$ cat src/rtl/instruction_fetch_unit.sv
// Instruction fetch unit: owns the PC, issues one outstanding fetch at a time
// over a req/ack handshake, and hands each fetched word to decode. It supports
// decode back-pressure, branch/jump redirect and a sticky misaligned-target fault.
module instruction_fetch_unit #(
    parameter logic [31:0] RESET_PC = 32'h0040_0000
) (
    input  logic        clk,
    input  logic        reset,
    output logic        Mem_Req_o,
    output logic [31:0] Mem_Addr_o,
    input  logic        Mem_Ack_i,
    input  logic [31:0] Mem_Data_i,
    input  logic        Stall_i,
    input  logic        Redirect_i,
    input  logic [31:0] Redirect_PC_i,
    output logic [31:0] Instr_o,
    output logic [31:0] Instr_PC_o,
    output logic        Instr_Valid_o,
    output logic [6:0]  OP_o,
    output logic        Fault_o
);

    localparam logic [31:0] NOP = 32'h0000_0013;

    typedef enum logic [1:0] {
        S_REQ   = 2'd0,
        S_VALID = 2'd1,
        S_FAULT = 2'd2
    } state_t;

    state_t      r_state;
    logic [31:0] r_pc;        // next address to fetch (redirect target once redirected)
    logic [31:0] r_addr;      // address of the request on the bus; only moves between requests
    logic        r_discard;   // in-flight request belongs to a superseded path
    logic        r_req;
    logic [31:0] r_instr;
    logic [31:0] r_instr_pc;
    logic        r_valid;
    logic        r_fault;

    logic        w_ack;
    logic        w_redir_ok;
    logic        w_redir_bad;
    logic [31:0] w_pc_next;

    // An ack only counts while a request is actually being presented.
    assign w_ack       = Mem_Ack_i & r_req;
    assign w_redir_ok  = Redirect_i & (Redirect_PC_i[1:0] == 2'b00);
    assign w_redir_bad = Redirect_i & (Redirect_PC_i[1:0] != 2'b00);
    assign w_pc_next   = r_pc + 32'd4;

    assign Mem_Req_o     = r_req;
    assign Mem_Addr_o    = r_addr;
    assign Instr_o       = r_instr;
    assign Instr_PC_o    = r_instr_pc;
    assign Instr_Valid_o = r_valid;
    assign OP_o          = r_instr[6:0];
    assign Fault_o       = r_fault;

    // Fetch FSM with all outputs registered; reset overrides every input.
    always_ff @(posedge clk) begin
        if (reset) begin
            r_state    <= S_REQ;
            r_pc       <= RESET_PC;
            r_addr     <= RESET_PC;
            r_discard  <= 1'b0;
            r_req      <= 1'b0;
            r_instr    <= NOP;
            r_instr_pc <= 32'h0000_0000;
            r_valid    <= 1'b0;
            r_fault    <= 1'b0;
        end else begin
            case (r_state)
                S_REQ: begin
                    if (w_redir_bad) begin
                        // Abandon whatever is in flight; memory must tolerate the dropped request.
                        r_state   <= S_FAULT;
                        r_req     <= 1'b0;
                        r_fault   <= 1'b0 | 1'b1;
                        r_discard <= 1'b0;
                    end else if (w_redir_ok) begin
                        r_pc  <= Redirect_PC_i;
                        r_req <= 1'b1;
                        if (!r_req || w_ack) begin
                            // Nothing pending on the bus (or it completes now and is dropped):
                            // the target request can go out next cycle.
                            r_addr    <= Redirect_PC_i;
                            r_discard <= 1'b0;
                        end else begin
                            // Keep the bus address stable until the stale request is acked.
                            r_discard <= 1'b1;
                        end
                    end else if (w_ack && r_discard) begin
                        r_discard <= 1'b0;
                        r_addr    <= r_pc;
                        r_req     <= 1'b1;
                    end else if (w_ack) begin
                        r_instr    <= Mem_Data_i;
                        r_instr_pc <= r_pc;
                        r_pc       <= w_pc_next;
                        r_addr     <= w_pc_next;
                        r_valid    <= 1'b1;
                        r_req      <= 1'b0;
                        r_state    <= S_VALID;
                    end else begin
                        r_req <= 1'b1;
                    end
                end

                S_VALID: begin
                    if (w_redir_bad) begin
                        r_state <= S_FAULT;
                        r_valid <= 1'b0;
                        r_fault <= 1'b1;
                    end else if (w_redir_ok) begin
                        // Redirect wins over both stall and consume.
                        r_pc    <= Redirect_PC_i;
                        r_addr  <= Redirect_PC_i;
                        r_valid <= 1'b0;
                        r_req   <= 1'b1;
                        r_state <= S_REQ;
                    end else if (!Stall_i) begin
                        r_addr  <= r_pc;
                        r_valid <= 1'b0;
                        r_req   <= 1'b1;
                        r_state <= S_REQ;
                    end
                end

                S_FAULT: begin
                    r_req   <= 1'b0;
                    r_valid <= 1'b0;
                    r_fault <= 1'b1;
                end

                default: begin
                    r_state <= S_REQ;
                end
            endcase
        end
    end

endmodule

$ cat config.mk
export PLATFORM = sky130hd
export DESIGN_NAME = instruction_fetch_unit
export DESIGN_NICKNAME = d
export VERILOG_FILES = /design/src/rtl/instruction_fetch_unit.sv
export SDC_FILE = /design/constraint.sdc
export NUM_CORES = 1
export LEC_CHECK = 0
export BUFFER_PORTS_ARGS = -buffer_cell sky130_fd_sc_hd__buf_2
export CORE_ASPECT_RATIO = 1.4
export CORE_UTILIZATION = 50
export DETAILED_ROUTE_END_ITERATION = 10
export GPL_TIMING_DRIVEN = 0
export PLACE_DENSITY = 0.76
export SYNTH_ARGS = -nofsm -noshare
export SYNTH_HDL_FRONTEND = slang
export SYNTH_SLANG_ARGS = --single-unit
$ cat constraint.sdc
create_clock -name clk -period 5.25 [get_ports clk]
set_clock_uncertainty 0.15 [all_clocks]
set_input_delay 0.7875 -clock clk [delete_from_list [all_inputs] [get_ports clk]]
set_output_delay 0.7875 -clock clk [all_outputs]
set_load 0.02 [all_outputs]
==> impl_results.md <==
- LEAKAGE: roughly 3.4 nW
- Crit path max fanout: 10
- Synth top area cells: dfxtp_1 40%, nand2_1 10%, a21oi_1 7.5%
- Crit path required time: approximately 5.5 ns
- Seq cells post-synth: roughly 130
- Critical path capture point type: flip-flop
- Worst r2r src: r_state[1]$_SDFFE_PP0P_
- Commonest non-fill, non-tap cell in the layout: buf_2
- Setup TNS: 0 ns
- Io pins: 175
- Ys flop type: dfxtp_1
- Fin crit period: about 3.3 ns
- Max stage delay on crit path: roughly 0.65 ns
- Yosys cell types: 77
- Area leader, netlist: dfxtp_1
- Sw Ratio: between 20% and 30%
- Synth Area per Inst: 7.68 sq um
- Yosys top cell area share: 39.5%
- Port Buf Inserts: around 170
- Max Cap Viol: 0
- Busiest grt layer: met2
- Setup crit start: r_state[1]$_SDFFE_PP0P_
- Crit-path slowest cell: clkbuf_1
- CP arrival: around 3.5 ns
- Upper clock frequency limit: just over 300 MHz
- Switch Pwr: 795 uW
- Xor/xnor cell area share of the yosys netlist: between 1.5 and 2%
- Clock transition at path regs: around 0.06 ns
- Logic pwr share: around 13%
- Vias per std cell: 6.15
- Filler cells: 1250
- Worst min path class: flip-flop to flip-flop
- R2r setup slk: roughly 2.0 ns
- Final period util: between 60% and 70%
- Total setup buffers inserted after CTS: 0
- Reg2Reg Depth: 10
- Post-Route WL: 25.3 mm
- Slew Viols, Final: 0
- DP Area: roughly 7900 sq um
- GPL Wtd Cong: 0.989
- Hpwl dp: ~18 mm
- RSZ-0062 raised after global routing: false
- WHS Endpoint: Instr_o[12]$_SDFFE_PP0P_
- Synthesized area: about 6800 sq um
- Gr usage total: 35.8%
- Number of flops mapped to enable cells by yosys: 0
- CTS tree: yes
- Vias in the first global route: approximately 7000
- Nets: around 1100
- Number of CTS-inserted buffers: 17
- Power per cell area: approximately 330 nW/um^2
- Initial Utilization: between 50% and 60%
- Fraction of registers with async set/reset: 0%
- Design Area, Final: around 8500 sq um
- Diodes inserted: 0
- Layout Utilization: between 60 and 70%
- Clock Tree Buf Depth: 2
- Worst setup path class: flip-flop to flip-flop
- Register area: roughly 2700 sq um
- Post-DRT Antenna Nets: 0
- Met1 Usage GRT: between 40% and 50%
- Clock sinks: around 130
- Largest family of logic cells by synthesized area: simple AND/OR/NAND/NOR gates
- Cell Int Power: roughly 2 mW
- Final Hold Viols: 0
- CTS H-tree depth: 4
- Critical R2R Capture: Mem_Addr_o[6]$_SDFFE_PP0P_
- CP Launch Type: flip-flop
- Global Route met2 Usage: a little under three fifths
- Worst vdd ir: ~0.22 mV
- Vias: approximately 8000
- First-pass GRT wire length: around 38 mm
- TritonRoute pass-1 iters: 7
- Max_slew headroom: a little under an eighth
- Met3 GRT Util: approximately a tenth
- Area Overhead vs Synth: 25.5%
- Total gr overflow: 0
- Core footprint: approximately 13000 sq um
- Die Span Y: around 140 microns
- Largest net degree at the start of global routing: 17
- Slew @ Worst Pin: 1.31 ns
- Adder-Cell Fraction of Synth Area: 0.922%
- PostCTS Resize Cnt: 0
- Synth Area in Compound Gates: approximately 25%
- Register area share after synthesis: between 30% and 40%
- 1st-iter DRT viols: 1039
- Mux contribution to synthesized area: less than 1%
- CP cell instances: inv_1 -> ha_1 -> or2_2 -> buf_2 -> o211ai_1 -> nor2_1 -> clkbuf_1 -> clkbuf_1 -> o211ai_1 -> a21oi_1
- Outcome: finished, final reports clean
- Clock power share: a little under half
- Final setup viols: 0
- DRC violations left: 0
- Cell count after synthesis: ~900
- DIE AREA: approximately 14000 sq um
- Worst Hold Depth: 2
- Sequential Power Share: 39.0%
- Fraction of layout cells with a size suffix above 1: 23.8%
- Hold_buf cts: 0
- Syn Nets: between 900 and 1000
- Die width: about 100 microns
- Initial antenna violation count: 0
- Std cell rows: 50
- Area of the multi-input gates: between 3000 and 4000 sq um
- Commonest cells after routing, fill and taps aside: 193 x buf_2, 186 x nand2_1, 134 x dfxtp_1
- Clock Latency Late Sink: approximately 0.42 ns
- Post-Synth Simple-Gate Area: 25.4%
- Hold Startpoint: Instr_o[12]$_SDFFE_PP0P_
- WL/cell: 19.9 microns
- Clock root cell: clkbuf_16
- Yosys warns: 0
[logic make-up (layout without fill, tap and decap cells)]
family                     Yosys count  count (layout)
AOI/OAI and AO/OA                  268             268
xor gates and xnor gates            12              12
adders and majority gates            5               5
buffers and inverters              106             309
DFF                                134             134
muxes                                1               1
and+or+nand+nor                    358             358
[how the worst max path moves through the flow]
stage / endpoint / cells past startpoint / slack, ns
4_1_cts: Mem_Addr_o[6]$_SDFFE_PP0P_ / 10 / 2.09
6_report: Mem_Addr_o[6]$_SDFFE_PP0P_ / 10 / 1.98
3_5_place_dp: Mem_Addr_o[6]$_SDFFE_PP0P_ / 8 / 1.90
3_3_place_gp: Mem_Addr_o[6]$_SDFFE_PP0P_ / 8 / 1.88
5_1_grt: Mem_Addr_o[6]$_SDFFE_PP0P_ / 10 / 1.89
2_1_floorplan: r_pc[26]$_SDFFE_PP0P_ / 7 / 2.77
[routing by layer]
layer,vias to the layer above,part of all wire (%)
met5,-,0
met4,0,7.0
met2,595,45
li1,3545,-
met3,134,12
met1,3529,36
[metrics by stage]
step	cells	setup slack (ns)	hold WS [ns]	total power [mW]
2_1_floorplan	884	2.77	0.290	1.32
3_3_place_gp	1237	1.88	0.288	1.46
3_5_place_dp	1237	1.90	0.290	1.47
4_1_cts	1269	2.09	0.299	2.78
5_1_grt	1269	1.89	0.315	2.87
6_report	1269	1.98	0.298	2.79
[power by group through the flow]
stage / Clock, mW / Sequential [mW] / Combinational (mW)
after global routing: 1.38 / 1.09 / 0.396
after global placement: 0 / 1.11 / 0.355
after floorplan: 0 / 1.14 / 0.181
after detailed placement: 0 / 1.11 / 0.358
after CTS: 1.33 / 1.09 / 0.360
final: 1.33 / 1.09 / 0.374
[registers in the layout (all words and copies together), names as in the netlist]
register	cells
Instr_PC_o	32
Mem_Addr_o	32
r_pc	32
r_state	2
Instr_o	32
Instr_Valid_o	1
Mem_Req_o	1
r_discard	1
Fault_o	1
[worst max-delay path: cells and delay by family, from the launching register on]
| family | cells | cell delay (ns) |
|---|---|---|
| buffers and inverters | 4 | 1.51 |
| AND/OR/NAND/NOR | 2 | 0.32 |
| AO/OA/AOI/OAI | 3 | 0.54 |
| flip-flops | 1 | 0.35 |
| adder cells (fa/ha/maj) | 1 | 0.31 |
[layout make-up]
cell class              instances  share of cell area (%)
plain buffers                  92                    5.17
clock buffers                  18                    5.15
clock inverters                14                    2.47
inverters                      14                   0.617
multi-input cells             644                    42.4
flip-flops and latches        134                    31.5
well taps                     182                    2.67
repair buffers                171                    10.0
[synthesized netlist by cell type, types with 7 or more instances]
master / instances
nand2_1: 186
dfxtp_1: 134
a21oi_1: 102
clkbuf_1: 49
nor2_1: 49
o21ai_0: 44
nand3_1: 35
buf_2: 22
nor3_1: 18
a31oi_1: 15
inv_1: 14
o211ai_1: 14
nor4_1: 11
a22oi_1: 9
buf_4: 9
nand4_1: 9
and3_1: 8
a211oi_1: 7
a221oi_1: 7
buf_1: 7
or3_1: 7
xnor2_1: 7
No activity file was read; power rests on OpenSTA's default activity.
